<file path="config.mk">
export PLATFORM = sky130hd
export DESIGN_NAME = odelay_tap_ctrl
export DESIGN_NICKNAME = d
export VERILOG_FILES = /design/src/rtl/odelay_tap_ctrl.sv
export SDC_FILE = /design/constraint.sdc
export NUM_CORES = 1
export LEC_CHECK = 0
export ABC_AREA = 1
export CORE_AREA = 2 2 64 66
export CTS_BUF_LIST = sky130_fd_sc_hd__clkbuf_4 sky130_fd_sc_hd__clkbuf_8
export DETAILED_ROUTE_END_ITERATION = 10
export DIE_AREA = 0 0 66 68
export GPL_ROUTABILITY_DRIVEN = 0
export PLACE_DENSITY = 0.74
export SYNTH_ARGS = -nofsm -noshare
export SYNTH_HDL_FRONTEND = slang
export SYNTH_SLANG_ARGS = --single-unit
</file>
<file path="constraint.sdc">
create_clock -name clk -period 3.25 [get_ports clk]
set_clock_uncertainty 0.2 [all_clocks]
set_input_delay 0.4875 -clock clk [delete_from_list [all_inputs] [get_ports clk]]
set_output_delay 0.4875 -clock clk [all_outputs]
set_load 0.005 [all_outputs]
</file>
<file path="src/rtl/odelay_tap_ctrl.sv">
// ----------------------------------------------------------------------------
// odelay_tap_ctrl
//
// Tap controller for a bank of ODELAYE2 primitives used in VAR_LOAD mode.
// Commands (INC, DEC, LOAD, SWEEP) arrive on a valid/ready port. Each one
// becomes a single one-cycle CE/INC or LD strobe on the selected channel,
// followed by a settle gap. A shadow copy of every channel's tap count is
// kept by replaying the strobes that were actually driven.
//
// Build option:
//   ODELAY_SWEEP_EN  when defined, op 3 (SWEEP) walks the selected channel
//                    through all 32 taps with a dwell on each tap.
//                    sweep_abort and sweep_wrap are only live in that build.
//                    Without it, op 3 is accepted and dropped.
//
// Ports:
//   clk              ODELAYE2 control clock, rising edge
//   rst_n            asynchronous active-low reset
//   cmd_valid/ready  command handshake; ready is high only in IDLE
//   cmd_op           0=INC 1=DEC 2=LOAD 3=SWEEP
//   cmd_ch           target channel; out-of-range channels are dropped
//   cmd_tap          tap value for LOAD
//   sweep_abort      stops a running sweep (SETTLE/DWELL only)
//   dly_ce/inc/ld    per-channel ODELAYE2 control strobes
//   dly_cntvaluein   per-channel CNTVALUEIN, channel k at [5k+4:5k]
//   tap_value        per-channel shadow tap count, same packing
//   busy             strobe, settle or dwell in progress
//   sweep_wrap       one-cycle pulse when a sweep completes
// ----------------------------------------------------------------------------
module odelay_tap_ctrl #(
   parameter int CHANNELS      = 2,
   parameter int SETTLE_CYCLES = 4,
   parameter int DWELL_CYCLES  = 1024,
   localparam int CH_W         = (CHANNELS > 1) ? $clog2(CHANNELS) : 1
) (
   input  logic                  clk,
   input  logic                  rst_n,
   input  logic                  cmd_valid,
   output logic                  cmd_ready,
   input  logic [1:0]            cmd_op,
   input  logic [CH_W-1:0]       cmd_ch,
   input  logic [4:0]            cmd_tap,
   input  logic                  sweep_abort,
   output logic [CHANNELS-1:0]   dly_ce,
   output logic [CHANNELS-1:0]   dly_inc,
   output logic [CHANNELS-1:0]   dly_ld,
   output logic [5*CHANNELS-1:0] dly_cntvaluein,
   output logic [5*CHANNELS-1:0] tap_value,
   output logic                  busy,
   output logic                  sweep_wrap
);

   localparam int SET_W = (SETTLE_CYCLES > 1) ? $clog2(SETTLE_CYCLES) : 1;
   localparam logic [SET_W-1:0] SET_LOAD = SET_W'(SETTLE_CYCLES - 1);
   localparam logic [CH_W:0]    CH_LIM   = (CH_W + 1)'(CHANNELS);

   localparam logic [1:0] OP_INC   = 2'd0;
   localparam logic [1:0] OP_DEC   = 2'd1;
   localparam logic [1:0] OP_LOAD  = 2'd2;
   localparam logic [1:0] OP_SWEEP = 2'd3;

   typedef enum logic [1:0] {
      ST_IDLE   = 2'd0,
      ST_STROBE = 2'd1,
      ST_SETTLE = 2'd2
`ifdef ODELAY_SWEEP_EN
      , ST_DWELL = 2'd3
`endif
   } state_t;

   // One-hot decode of a channel number onto the channel vector.
   function automatic logic [CHANNELS-1:0] ch_onehot(input logic [CH_W-1:0] ch);
      logic [CHANNELS-1:0] oh;
      oh = '0;
      for (int k = 0; k < CHANNELS; k++) begin
         oh[k] = (ch == CH_W'(k));
      end
      return oh;
   endfunction

   // True when the channel number addresses an existing ODELAYE2.
   function automatic logic ch_in_range(input logic [CH_W-1:0] ch);
      return ({1'b0, ch} < CH_LIM);
   endfunction

   // Shadow tap update mirroring what the primitive does with the strobes.
   function automatic logic [4:0] next_tap(input logic [4:0] tap,
                                           input logic       ce,
                                           input logic       inc,
                                           input logic       ld,
                                           input logic [4:0] cntin);
      logic [4:0] nt;
      if (ld) begin
         nt = cntin;
      end else if (ce && inc) begin
         nt = tap + 5'd1;
      end else if (ce) begin
         nt = tap - 5'd1;
      end else begin
         nt = tap;
      end
      return nt;
   endfunction

   state_t                  state_q, state_d;
   logic [SET_W-1:0]        settle_cnt_q, settle_cnt_d;
   logic [CHANNELS-1:0]     dly_ce_q, dly_ce_d;
   logic [CHANNELS-1:0]     dly_inc_q, dly_inc_d;
   logic [CHANNELS-1:0]     dly_ld_q, dly_ld_d;
   logic [5*CHANNELS-1:0]   cntvalue_q, cntvalue_d;
   logic [5*CHANNELS-1:0]   tap_q, tap_d;
   logic                    busy_q, busy_d;
   logic                    sweep_wrap_q, sweep_wrap_d;
   logic [CHANNELS-1:0]     cmd_oh_s;

`ifdef ODELAY_SWEEP_EN
   localparam int DWL_W = (DWELL_CYCLES > 1) ? $clog2(DWELL_CYCLES) : 1;
   localparam logic [DWL_W-1:0] DWL_LOAD = DWL_W'(DWELL_CYCLES - 1);

   logic [CH_W-1:0]         ch_q, ch_d;
   logic                    sweep_q, sweep_d;
   logic [4:0]              step_q, step_d;
   logic [DWL_W-1:0]        dwell_cnt_q, dwell_cnt_d;
   logic [CHANNELS-1:0]     sweep_oh_s;

   assign sweep_oh_s = ch_onehot(ch_q);
`else
   // Sweep inputs have no function in this build.
   logic                    sweep_unused_s;
   assign sweep_unused_s = sweep_abort & (DWELL_CYCLES > 0);
`endif

   assign cmd_oh_s = ch_onehot(cmd_ch);

   // Next-state, command capture and strobe generation.
   always_comb begin
      state_d      = state_q;
      settle_cnt_d = settle_cnt_q;
      cntvalue_d   = cntvalue_q;
      dly_ce_d     = '0;
      dly_inc_d    = '0;
      dly_ld_d     = '0;
      sweep_wrap_d = 1'b0;
`ifdef ODELAY_SWEEP_EN
      ch_d         = ch_q;
      sweep_d      = sweep_q;
      step_d       = step_q;
      dwell_cnt_d  = dwell_cnt_q;
`endif
      case (state_q)
         ST_IDLE: begin
`ifdef ODELAY_SWEEP_EN
            sweep_d = 1'b0;
            step_d  = 5'd0;
`endif
            // Out-of-range channels fall through: accepted, nothing happens.
            if (cmd_valid && ch_in_range(cmd_ch)) begin
               case (cmd_op)
                  OP_INC: begin
                     state_d   = ST_STROBE;
                     dly_ce_d  = cmd_oh_s;
                     dly_inc_d = cmd_oh_s;
                  end
                  OP_DEC: begin
                     state_d  = ST_STROBE;
                     dly_ce_d = cmd_oh_s;
                  end
                  OP_LOAD: begin
                     state_d  = ST_STROBE;
                     dly_ld_d = cmd_oh_s;
                     // CNTVALUEIN is captured here so it is stable under LD.
                     for (int k = 0; k < CHANNELS; k++) begin
                        if (cmd_oh_s[k]) begin
                           cntvalue_d[5*k +: 5] = cmd_tap;
                        end else begin
                           cntvalue_d[5*k +: 5] = cntvalue_q[5*k +: 5];
                        end
                     end
                  end
                  OP_SWEEP: begin
`ifdef ODELAY_SWEEP_EN
                     state_d   = ST_STROBE;
                     ch_d      = cmd_ch;
                     sweep_d   = 1'b1;
                     dly_ce_d  = cmd_oh_s;
                     dly_inc_d = cmd_oh_s;
`else
                     state_d = ST_IDLE;
`endif
                  end
                  default: begin
                     state_d = ST_IDLE;
                  end
               endcase
            end else begin
               state_d = ST_IDLE;
            end
         end
         ST_STROBE: begin
            state_d      = ST_SETTLE;
            settle_cnt_d = SET_LOAD;
         end
         ST_SETTLE: begin
`ifdef ODELAY_SWEEP_EN
            if (sweep_abort) begin
               state_d = ST_IDLE;
            end else if (settle_cnt_q == '0) begin
               if (sweep_q) begin
                  state_d     = ST_DWELL;
                  dwell_cnt_d = DWL_LOAD;
               end else begin
                  state_d = ST_IDLE;
               end
            end else begin
               settle_cnt_d = settle_cnt_q - SET_W'(1);
            end
`else
            if (settle_cnt_q == '0) begin
               state_d = ST_IDLE;
            end else begin
               settle_cnt_d = settle_cnt_q - SET_W'(1);
            end
`endif
         end
`ifdef ODELAY_SWEEP_EN
         ST_DWELL: begin
            if (sweep_abort) begin
               state_d = ST_IDLE;
            end else if (dwell_cnt_q == '0) begin
               // 32 increments bring the tap all the way round to its start.
               if (step_q == 5'd31) begin
                  state_d      = ST_IDLE;
                  sweep_wrap_d = 1'b1;
               end else begin
                  state_d   = ST_STROBE;
                  step_d    = step_q + 5'd1;
                  dly_ce_d  = sweep_oh_s;
                  dly_inc_d = sweep_oh_s;
               end
            end else begin
               dwell_cnt_d = dwell_cnt_q - DWL_W'(1);
            end
         end
`endif
         default: begin
            state_d = ST_IDLE;
         end
      endcase
      busy_d = (state_d != ST_IDLE);
   end

   // Shadow tap counts follow the strobes as they leave the block.
   always_comb begin
      tap_d = tap_q;
      for (int k = 0; k < CHANNELS; k++) begin
         tap_d[5*k +: 5] = next_tap(tap_q[5*k +: 5], dly_ce_q[k], dly_inc_q[k],
                                    dly_ld_q[k], cntvalue_q[5*k +: 5]);
      end
   end

   // Control state, counters and registered outputs.
   always_ff @(posedge clk or negedge rst_n) begin
      if (!rst_n) begin
         state_q      <= ST_IDLE;
         settle_cnt_q <= '0;
         dly_ce_q     <= '0;
         dly_inc_q    <= '0;
         dly_ld_q     <= '0;
         cntvalue_q   <= '0;
         tap_q        <= '0;
         busy_q       <= 1'b0;
         sweep_wrap_q <= 1'b0;
      end else begin
         state_q      <= state_d;
         settle_cnt_q <= settle_cnt_d;
         dly_ce_q     <= dly_ce_d;
         dly_inc_q    <= dly_inc_d;
         dly_ld_q     <= dly_ld_d;
         cntvalue_q   <= cntvalue_d;
         tap_q        <= tap_d;
         busy_q       <= busy_d;
         sweep_wrap_q <= sweep_wrap_d;
      end
   end

`ifdef ODELAY_SWEEP_EN
   // Sweep bookkeeping: channel, step number and dwell countdown.
   always_ff @(posedge clk or negedge rst_n) begin
      if (!rst_n) begin
         ch_q        <= '0;
         sweep_q     <= 1'b0;
         step_q      <= 5'd0;
         dwell_cnt_q <= '0;
      end else begin
         ch_q        <= ch_d;
         sweep_q     <= sweep_d;
         step_q      <= step_d;
         dwell_cnt_q <= dwell_cnt_d;
      end
   end
`endif

   assign cmd_ready      = (state_q == ST_IDLE);
   assign dly_ce         = dly_ce_q;
   assign dly_inc        = dly_inc_q;
   assign dly_ld         = dly_ld_q;
   assign dly_cntvaluein = cntvalue_q;
   assign tap_value      = tap_q;
   assign busy           = busy_q;
`ifdef ODELAY_SWEEP_EN
   assign sweep_wrap     = sweep_wrap_q;
`else
   assign sweep_wrap     = 1'b0;
`endif

endmodule

</file>
== Word-level counts from Yosys, hierarchy flattened ==
Index checks and enable logic that the tools add are counted.

* Add/subtract/negate cells: 5
* Equality and inequality tests: 6
* Mux-type cells: 21
* Bitwise operators: 1
* Reduce and logical (&&, ||, !) cells: 14

{| class="wikitable"
|+ Operators with widths
! operator !! number
|-
| 5-bit 2-to-1 mux || 6
|-
| 2-bit 2-to-1 mux || 12
|-
| 5-bit by 1-bit adder with 5-bit output (second input constant) || 2
|-
| 5-bit by 1-bit subtractor with 5-bit output (second input constant) || 2
|-
| 2-bit one-hot mux with 2 select lines || 2
|-
| 4-bit AND reduction || 2
|-
| 2-bit equality test (second input constant) || 3
|-
| 2-bit logical NOT || 3
|-
| 2-bit one-hot mux with 3 select lines || 1
|-
| 3-bit nonzero test || 2
|-
| 2-bit by 1-bit equality test with 1-bit output (second input constant) || 2
|-
| 2-bit nonzero test || 2
|-
| 3-bit OR reduction || 1
|-
| 1-bit logical AND || 2
|-
| 2-bit inequality test (second input constant) || 1
|-
| 2-bit AND reduction || 1
|-
| 2-bit OR reduction || 1
|-
| 2-bit by 1-bit subtractor with 2-bit output (second input constant) || 1
|-
| 1-bit inverter || 1
|}

* Register bits: 31
* Bits of input ports: 12
* Word-level logic and storage cells: 57

== Logic depth before layout (Yosys ltp) ==
Gate-level depths: netlist of run 1.

* Depth after elaboration: 6
* Mapped depth: 10
* Depth with buffers taken out: 10

== Least setup slack after synthesis of run 1 ==
Ideal clock, no wire load.

* Path type: register to register
* Start: register dly_ce_q[1] (netlist: dly_ce[1])
* End: register tap_q[9] (netlist: tap_value[9])
* Setup time: 0.121 ns
* Arrival: 1.373 ns
* Slack: 1.555 ns
* Cell stages (with the launch flop): 8
* Clock period less this slack: 1.695 ns
* Cells stage by stage: dfrtp_1 > nand2_1 > ha_1 > or2_2 > nand2_1 > nand2_1 > nand3_1 > nand2_1

* Longest elaborated chain between the ends: 3
* Elaborated cells on any way between the ends: 4
* Those cells by class: 2 x mux; 2 x reduce/logical

{| class="wikitable"
|+ Ends and longest elaborated chain
! what !! RTL line !! source
|-
| start: declaration || 107 || <nowiki>logic [CHANNELS-1:0] dly_ce_q, dly_ce_d;</nowiki>
|-
| start signal: assignment || 276 || <nowiki>dly_ce_q <= dly_ce_d;</nowiki>
|-
| 1-bit logical AND || 95 || <nowiki>end else if (ce && inc) begin</nowiki>
|-
| 5-bit 2-to-1 mux || 95 ||
|-
| 5-bit 2-to-1 mux || 93 || <nowiki>if (ld) begin</nowiki>
|-
| end signal: assignment || 280 || <nowiki>tap_q <= tap_d;</nowiki>
|-
| end: declaration || 111 || <nowiki>logic [5*CHANNELS-1:0] tap_q, tap_d;</nowiki>
|}

Several ways; a longest one is shown, not always the timed one.
A chain may end at the register's enable or synchronous reset.

== Final worst setup path of run 1 ==
* Start: register state_q[1]
* End: output port cmd_ready

* Longest elaborated chain between the ends: 1

{| class="wikitable"
|+ Ends and longest elaborated chain
! what !! RTL line !! source
|-
| start: declaration || 105 || <nowiki>state_t state_q, state_d;</nowiki>
|-
| start signal: assignment || 274 || <nowiki>state_q <= state_d;</nowiki>
|-
| 2-bit logical NOT || 303 || <nowiki>assign cmd_ready = (state_q == ST_IDLE);</nowiki>
|-
| end: declaration || 39 || <nowiki>output logic cmd_ready,</nowiki>
|}

No other way between the ends.

==> results.json, run 1 <==
{
  "outcome": "finished clean",
  "r2r_slack_ns": 1.43,
  "required_ns": 2.56,
  "timing.rr.end": "tap_value[9]$_DFFE_PN0P_",
  "synth-seq-cells": 31,
  "vias": 1381,
  "drt_first_pass_iters": 4,
  "cts_resized": 0,
  "worst_slack_ns": 1.179,
  "fin_setup_tns_ns": 0,
  "fin_hold_ws_ns": 0.2738,
  "ys_types": 24,
  "worst-path-max-fanout": 4,
  "final-setup-viol-count": 0,
  "cp_num_buf_inv": 1,
  "cap_viol_max_count": 0,
  "pin_count": 41,
  "io_buffers": 38,
  "critical_path_arrival_ns": 1.38,
  "nets": 259,
  "hold_depth": 1,
  "max_stage_delay_ns": 0.51,
  "p_total_w": 0.001830,
  "drive_above_1_share_pct": 11.72,
  "power.internal_w": 0.001174,
  "grt.overflow.total": 0,
  "drc_errors": 0,
  "fmax_mhz": 482.8,
  "slowest_stage": "clkdlybuf4s50_1",
  "htreeDepth": 2,
  "diodes": 0,
  "cts_root_buf": "clkbuf_8",
  "synth_cells": 195,
  "power.density_mw_per_mm2": 843.3,
  "p_leak_nw": 1.103,
  "end_kind": "output pin",
  "dp_hpwl_um": 2482,
  "syn-num-nets": 216,
  "die_w_um": 66,
  "hold-path-endpoint": "settle_cnt_q[0]$_DFFE_PN0P_",
  "core_area_mm2": 0.003856,
  "fin_crit_ns": 2.071,
  "fp.dieH_um": 68,
  "p_switching_w": 0.0006556,
  "cts_setup_buffers": 0,
  "rows": 23,
  "grt_pass1_wl_um": 5499,
  "yosysWarningCount": 0,
  "start_kind": "flop",
  "antenna_found_initial": 0,
  "grt_pass1_vias": 1224,
  "fillerInstances": 385,
  "path_clk_slew_ns": 0.06,
  "ir_drop_mv": 0.3833,
  "worstSkewPairLatency_ns": 0.28,
  "clock_sinks": 31,
  "cp_top_family": "buffers and inverters",
  "criticalPathCategory": "reg -> out",
  "post_synth.cell_area_avg_um2": 8.515,
  "synthToLayoutAreaGrowth_pct": 30.67,
  "routed_wl_um": 3203,
  "cts.path.max_buffers": 2,
  "ant_nets": 0,
  "drv_slew": 0,
  "pwr-share-seq_pct": 37.5,
  "die_area_mm2": 0.004488,
  "ctsHoldBuffers": 0,
  "hold_class": "reg -> reg",
  "grt_max_degree": 32,
  "min_from": "settle_cnt_q[0]$_DFFE_PN0P_",
  "p_comb_share_pct": 46.0,
  "r2r-start": "dly_ce[1]$_DFF_PN0_",
  "wire_per_inst_um": 11.08,
  "hold_violations": 0,
  "clock_power_share_pct": 16.5,
  "cts_tree": "done",
  "yosysSeqAreaShare_pct": 46.72,
  "post_drt_via_cell_ratio": 4.779,
  "synth_area_mm2": 0.001660,
  "place_ws_ns": 1.302,
  "start_util_pct": 43.06,
  "crit_chain": "nor2_4, clkdlybuf4s50_1",
  "rsz0062_at_grt": "no",
  "reg2regPathDepth": 7,
  "period_share_pct": 63.73,
  "power.share.switching_pct": 35.83,
  "cts_made_buffers": 5,
  "track_usage_pct": 16.34,
  "drt_iter0_drc": 64
}
kinds of logic (layout without fill, tap and decap cells):
kind of cell	after synthesis	count (layout)	synth area share [%]
simple gates	94	94	24.57
buf+inv	35	79	9.194
flops	31	31	46.72
compound gates	25	25	11.61
fa+ha+maj	9	9	7.686
other cells	1	1	0.2259
final cells by class:
class	instances	area (µm²)	area share [%]
inverter	32	122.6	5.652
sequential	31	775.7	35.76
clock buffer	7	83.83	3.864
multi-input combinational	129	732.0	33.74
timing repair buffer	39	387.9	17.88
tap	50	62.56	2.884
clock inverter	1	5.005	0.2307
worst max-delay path by stage:
stage,cells past startpoint,startpoint,end
after CTS,2,state_q[1]$_DFF_PN0_,cmd_ready
after global routing,2,state_q[1]$_DFF_PN0_,cmd_ready
after floorplan,7,dly_ce[1]$_DFF_PN0_,tap_value[9]$_DFFE_PN0P_
after global placement,6,cmd_op[1],dly_cntvaluein[7]$_DFFE_PN0P_
final,2,state_q[1]$_DFF_PN0_,cmd_ready
after detailed placement,6,cmd_op[1],dly_cntvaluein[2]$_DFFE_PN0P_
metrics by stage:
step                utilization [%]  instance area [µm²]  cells
CTS                           56.26                 2170    289
floorplan                         -                 1660    195
global route                  56.26                 2170    289
global placement              53.96                 2081    281
finish                        56.26                 2170    289
detailed placement            53.96                 2081    281
layout by cell type (no fill, tap or decap), drive strengths merged:
master,Yosys,layout
clkinv,0,1
inv,32,32
or2,3,3
nor3,2,2
clkdlybuf4s50,0,38
nor2,12,12
o21ai,13,13
buf,3,1
nand2,61,61
o221ai,1,1
nor4,2,2
nand3,13,13
a22oi,4,4
a21oi,2,2
nand3b,1,1
conb,1,1
clkbuf,0,7
fa,2,2
o211ai,5,5
ha,7,7
dfrtp,31,31
sequential cells by signal, indices dropped and copies added (netlist names):
| name | cells |
|---|---|
| dly_cntvaluein | 10 |
| tap_value | 10 |
| dly_ce | 2 |
| dly_inc | 2 |
| dly_ld | 2 |
| settle_cnt_q | 2 |
| state_q | 2 |
| busy | 1 |
cells in the mapped netlist, drive strengths merged:
cell type | count | share of area [%]
nand3b | 1 | 0.45
buf | 3 | 1.8
conb | 1 | 0.23
o21ai | 13 | 6.4
or2 | 3 | 1.1
o221ai | 1 | 0.53
dfrtp | 31 | 47
o211ai | 5 | 2.3
nor4 | 2 | 0.75
nor2 | 12 | 3.2
nor3 | 2 | 0.60
nand2 | 61 | 15
nand3 | 13 | 3.9
inv | 32 | 7.4
a22oi | 4 | 1.8
fa | 2 | 2.4
ha | 7 | 5.3
a21oi | 2 | 0.60
routing by layer:
metal	up-vias	track usage (%)	wire length [µm]
li1	704	-	-
met1	628	21.50	1444
met2	42	25.51	1500
met3	7	5.099	203
met4	0	6.122	55
met5	-	0	0
power groups by stage:
stage | logic, W | registers (W) | clock network [W]
2_1_floorplan | 0.000472 | 0.000674 | 0
3_3_place_gp | 0.000830 | 0.000691 | 0
3_5_place_dp | 0.000848 | 0.000693 | 0
4_1_cts | 0.000856 | 0.000689 | 0.000309
5_1_grt | 0.000956 | 0.000710 | 0.000325
6_report | 0.000842 | 0.000687 | 0.000301
Note: power is estimated with default switching activity, not from simulation.
==> run 2: changes to the inputs <==
--- a/config.mk
+++ b/config.mk
@@ -11,7 +11,7 @@
 export DETAILED_ROUTE_END_ITERATION = 10
 export DIE_AREA = 0 0 66 68
 export GPL_ROUTABILITY_DRIVEN = 0
-export PLACE_DENSITY = 0.74
+export PLACE_DENSITY = 0.77
 export SYNTH_ARGS = -nofsm -noshare
 export SYNTH_HDL_FRONTEND = slang
 export SYNTH_SLANG_ARGS = --single-unit
==> constraint.sdc (replaced) <==
create_clock -name clk -period 1.85 [get_ports clk]
set_clock_uncertainty 0.2 [all_clocks]
set_input_delay 0.2775 -clock clk [delete_from_list [all_inputs] [get_ports clk]]
set_output_delay 0.2775 -clock clk [all_outputs]
set_load 0.005 [all_outputs]
==> run 2 against run 1 <==
Compared with the run above:
- design area up 4.7%
- first-iteration DRC count up 44%
- global-route usage up 0.99 points
- non-clock buffer count up 9
- wire length up 10%
- via count up 5.3%
- clock power up 130%
- combinational power up 84%
==> results.json, run 2 (synthesized netlist as in run 1, its figures left out) <==
{
  "cp_num_buf_inv": 1,
  "diodes": 0,
  "outcome": "finished clean",
  "wire_per_inst_um": 11.85,
  "hold_class": "in -> async",
  "power.internal_w": 0.002249,
  "clock_power_share_pct": 20.3,
  "nets": 268,
  "finalInstanceArea_mm2": 0.002271,
  "drc_errors": 0,
  "dp_hpwl_um": 2616,
  "endpoint": "cmd_ready",
  "r2r-start": "dly_ce[0]$_DFF_PN0_",
  "fp.dieH_um": 68,
  "p_leak_nw": 1.163,
  "ir_drop_mv": 0.6972,
  "drt_first_pass_iters": 4,
  "fin_setup_tns_ns": 0,
  "required_ns": 1.37,
  "final-setup-viol-count": 0,
  "dpl_cell_area_mm2": 0.002126,
  "fin_crit_ns": 1.788,
  "crit_chain": "nor2_4, clkdlybuf4s50_1",
  "slowest_stage": "clkdlybuf4s50_1",
  "fmax_mhz": 559.3,
  "start_util_pct": 43.06,
  "die_area_mm2": 0.004488,
  "clock_sinks": 31,
  "timing.rr.end": "tap_value[3]$_DFFE_PN0P_",
  "p_comb_share_pct": 44.9,
  "routed_wl_um": 3530,
  "reg2regPathDepth": 7,
  "grt_pass1_vias": 1283,
  "drive_above_1_share_pct": 15.73,
  "crit_path_start": "state_q[0]$_DFF_PN0_",
  "ant_nets": 0,
  "cp_top_family": "buffers and inverters",
  "antenna_found_initial": 0,
  "criticalPathCategory": "reg -> out",
  "mostFrequentLayoutCells": "56 x nand2_1, 38 x clkdlybuf4s50_1, 31 x inv_1, 31 x dfrtp_1, 13 x nand3_1",
  "grt_pass1_wl_um": 5844,
  "place_ws_ns": 0.08711,
  "cts_root_buf": "clkbuf_8",
  "io_buffers": 38,
  "pin_count": 41,
  "synthToLayoutAreaGrowth_pct": 36.77,
  "worst-path-max-fanout": 2,
  "track_usage_pct": 17.33,
  "drt_iter0_drc": 92,
  "htreeDepth": 2,
  "max_stage_delay_ns": 0.50,
  "path_clk_slew_ns": 0.07,
  "pwr-share-seq_pct": 34.8,
  "worstSkewPairLatency_ns": 0.28,
  "cts_made_buffers": 5,
  "vias": 1454,
  "power.share.switching_pct": 34.83,
  "p_switching_w": 0.001202,
  "core_area_mm2": 0.003856,
  "grt_max_degree": 32,
  "final_common_cell": "nand2_1",
  "cap_viol_max_count": 0,
  "r2r_slack_ns": 0.14,
  "start_kind": "flop",
  "power.density_mw_per_mm2": 1519,
  "grt.overflow.total": 0,
  "crit_cells": 2,
  "hold_violations": 0,
  "critical_path_arrival_ns": 1.31,
  "worst_slack_ns": 0.06210,
  "post_drt_via_cell_ratio": 4.879,
  "drv_slew": 0,
  "end_kind": "output pin",
  "cts.path.max_buffers": 2,
  "rsz0062_at_grt": "no",
  "cts_tree": "done",
  "rows": 23,
  "period_share_pct": 96.64,
  "die_w_um": 66
}
==> run 2: cell count changes in the layout (fill, tap and decap cells not counted), sizes merged <==
| cell | before | now |
|---|---|---|
| clkbuf | 7 | 6 |
| buf | 1 | 10 |
| bufinv | 0 | 1 |
==> run 2: worst reg2reg max path: stages, from the launching register on <==
cell and delay, ns:
dfrtp_1 0.42, nand2_2 0.13, ha_1 0.34, or2_2 0.30, nand2_1 0.07, nand2_1 0.05
nand3_1 0.06, nand2_1 0.05
==> run 2: worst min-delay path by stage <==
stage	start	to	slack [ns]
4_1_cts	rst_n	busy$_DFF_PN0_	0.19
3_5_place_dp	settle_cnt_q[1]$_DFFE_PN0P_	settle_cnt_q[1]$_DFFE_PN0P_	0.28
3_3_place_gp	settle_cnt_q[0]$_DFFE_PN0P_	settle_cnt_q[0]$_DFFE_PN0P_	0.27
6_report	rst_n	dly_inc[1]$_DFF_PN0_	0.18
5_1_grt	rst_n	busy$_DFF_PN0_	0.21
2_1_floorplan	rst_n	busy$_DFF_PN0_	-0.22
==> run 2: layout make-up <==
type,count,area (µm²)
clock buffer,6,82.58
clock inverter,2,35.03
fill,332,1585
inverter,32,122.6
multi-input combinational,129,737.0
sequential,31,775.7
tap,50,62.56
timing repair buffer,48,455.4
==> run 2: stage by stage <==
step	util (%)	total power, W	hold WS (ns)	cells
6_report	58.89	0.003450	0.1800	298
5_1_grt	58.89	0.003739	0.2135	298
4_1_cts	58.37	0.003459	0.1916	296
3_5_place_dp	55.13	0.002733	0.2808	287
3_3_place_gp	55.13	0.002682	0.2697	287
2_1_floorplan	-	0.002014	-0.2181	195
==> run 2: power groups by stage <==
stage,Sequential (W),Clock [W],Combinational [W]
finish,0.00120,0.000701,0.00155
global route,0.00124,0.000740,0.00176
global placement,0.00121,0,0.00147
CTS,0.00120,0.000712,0.00155
floorplan,0.00118,0,0.000830
detailed placement,0.00121,0,0.00152
==> run 2: metal layers <==
layer,vias up,part of all wire [%],global-route usage [%]
li1,721,-,-
met1,695,46,22.21
met2,33,49,28.54
met3,5,4.0,4.605
met4,0,1.0,6.122
met5,-,0,0
==> run 2: what timing repair did <==
| item | in CTS | in global routing |
|---|---|---|
| pin swaps | 0 | 1 |
| setup endpoints to repair | 1 | 4 |
| gates resized for setup | 0 | 2 |
| hold buffers | 0 | 0 |
| cloned | 0 | 0 |
| hold endpoints to repair | 0 | 0 |
| setup buffers | 1 | 2 |
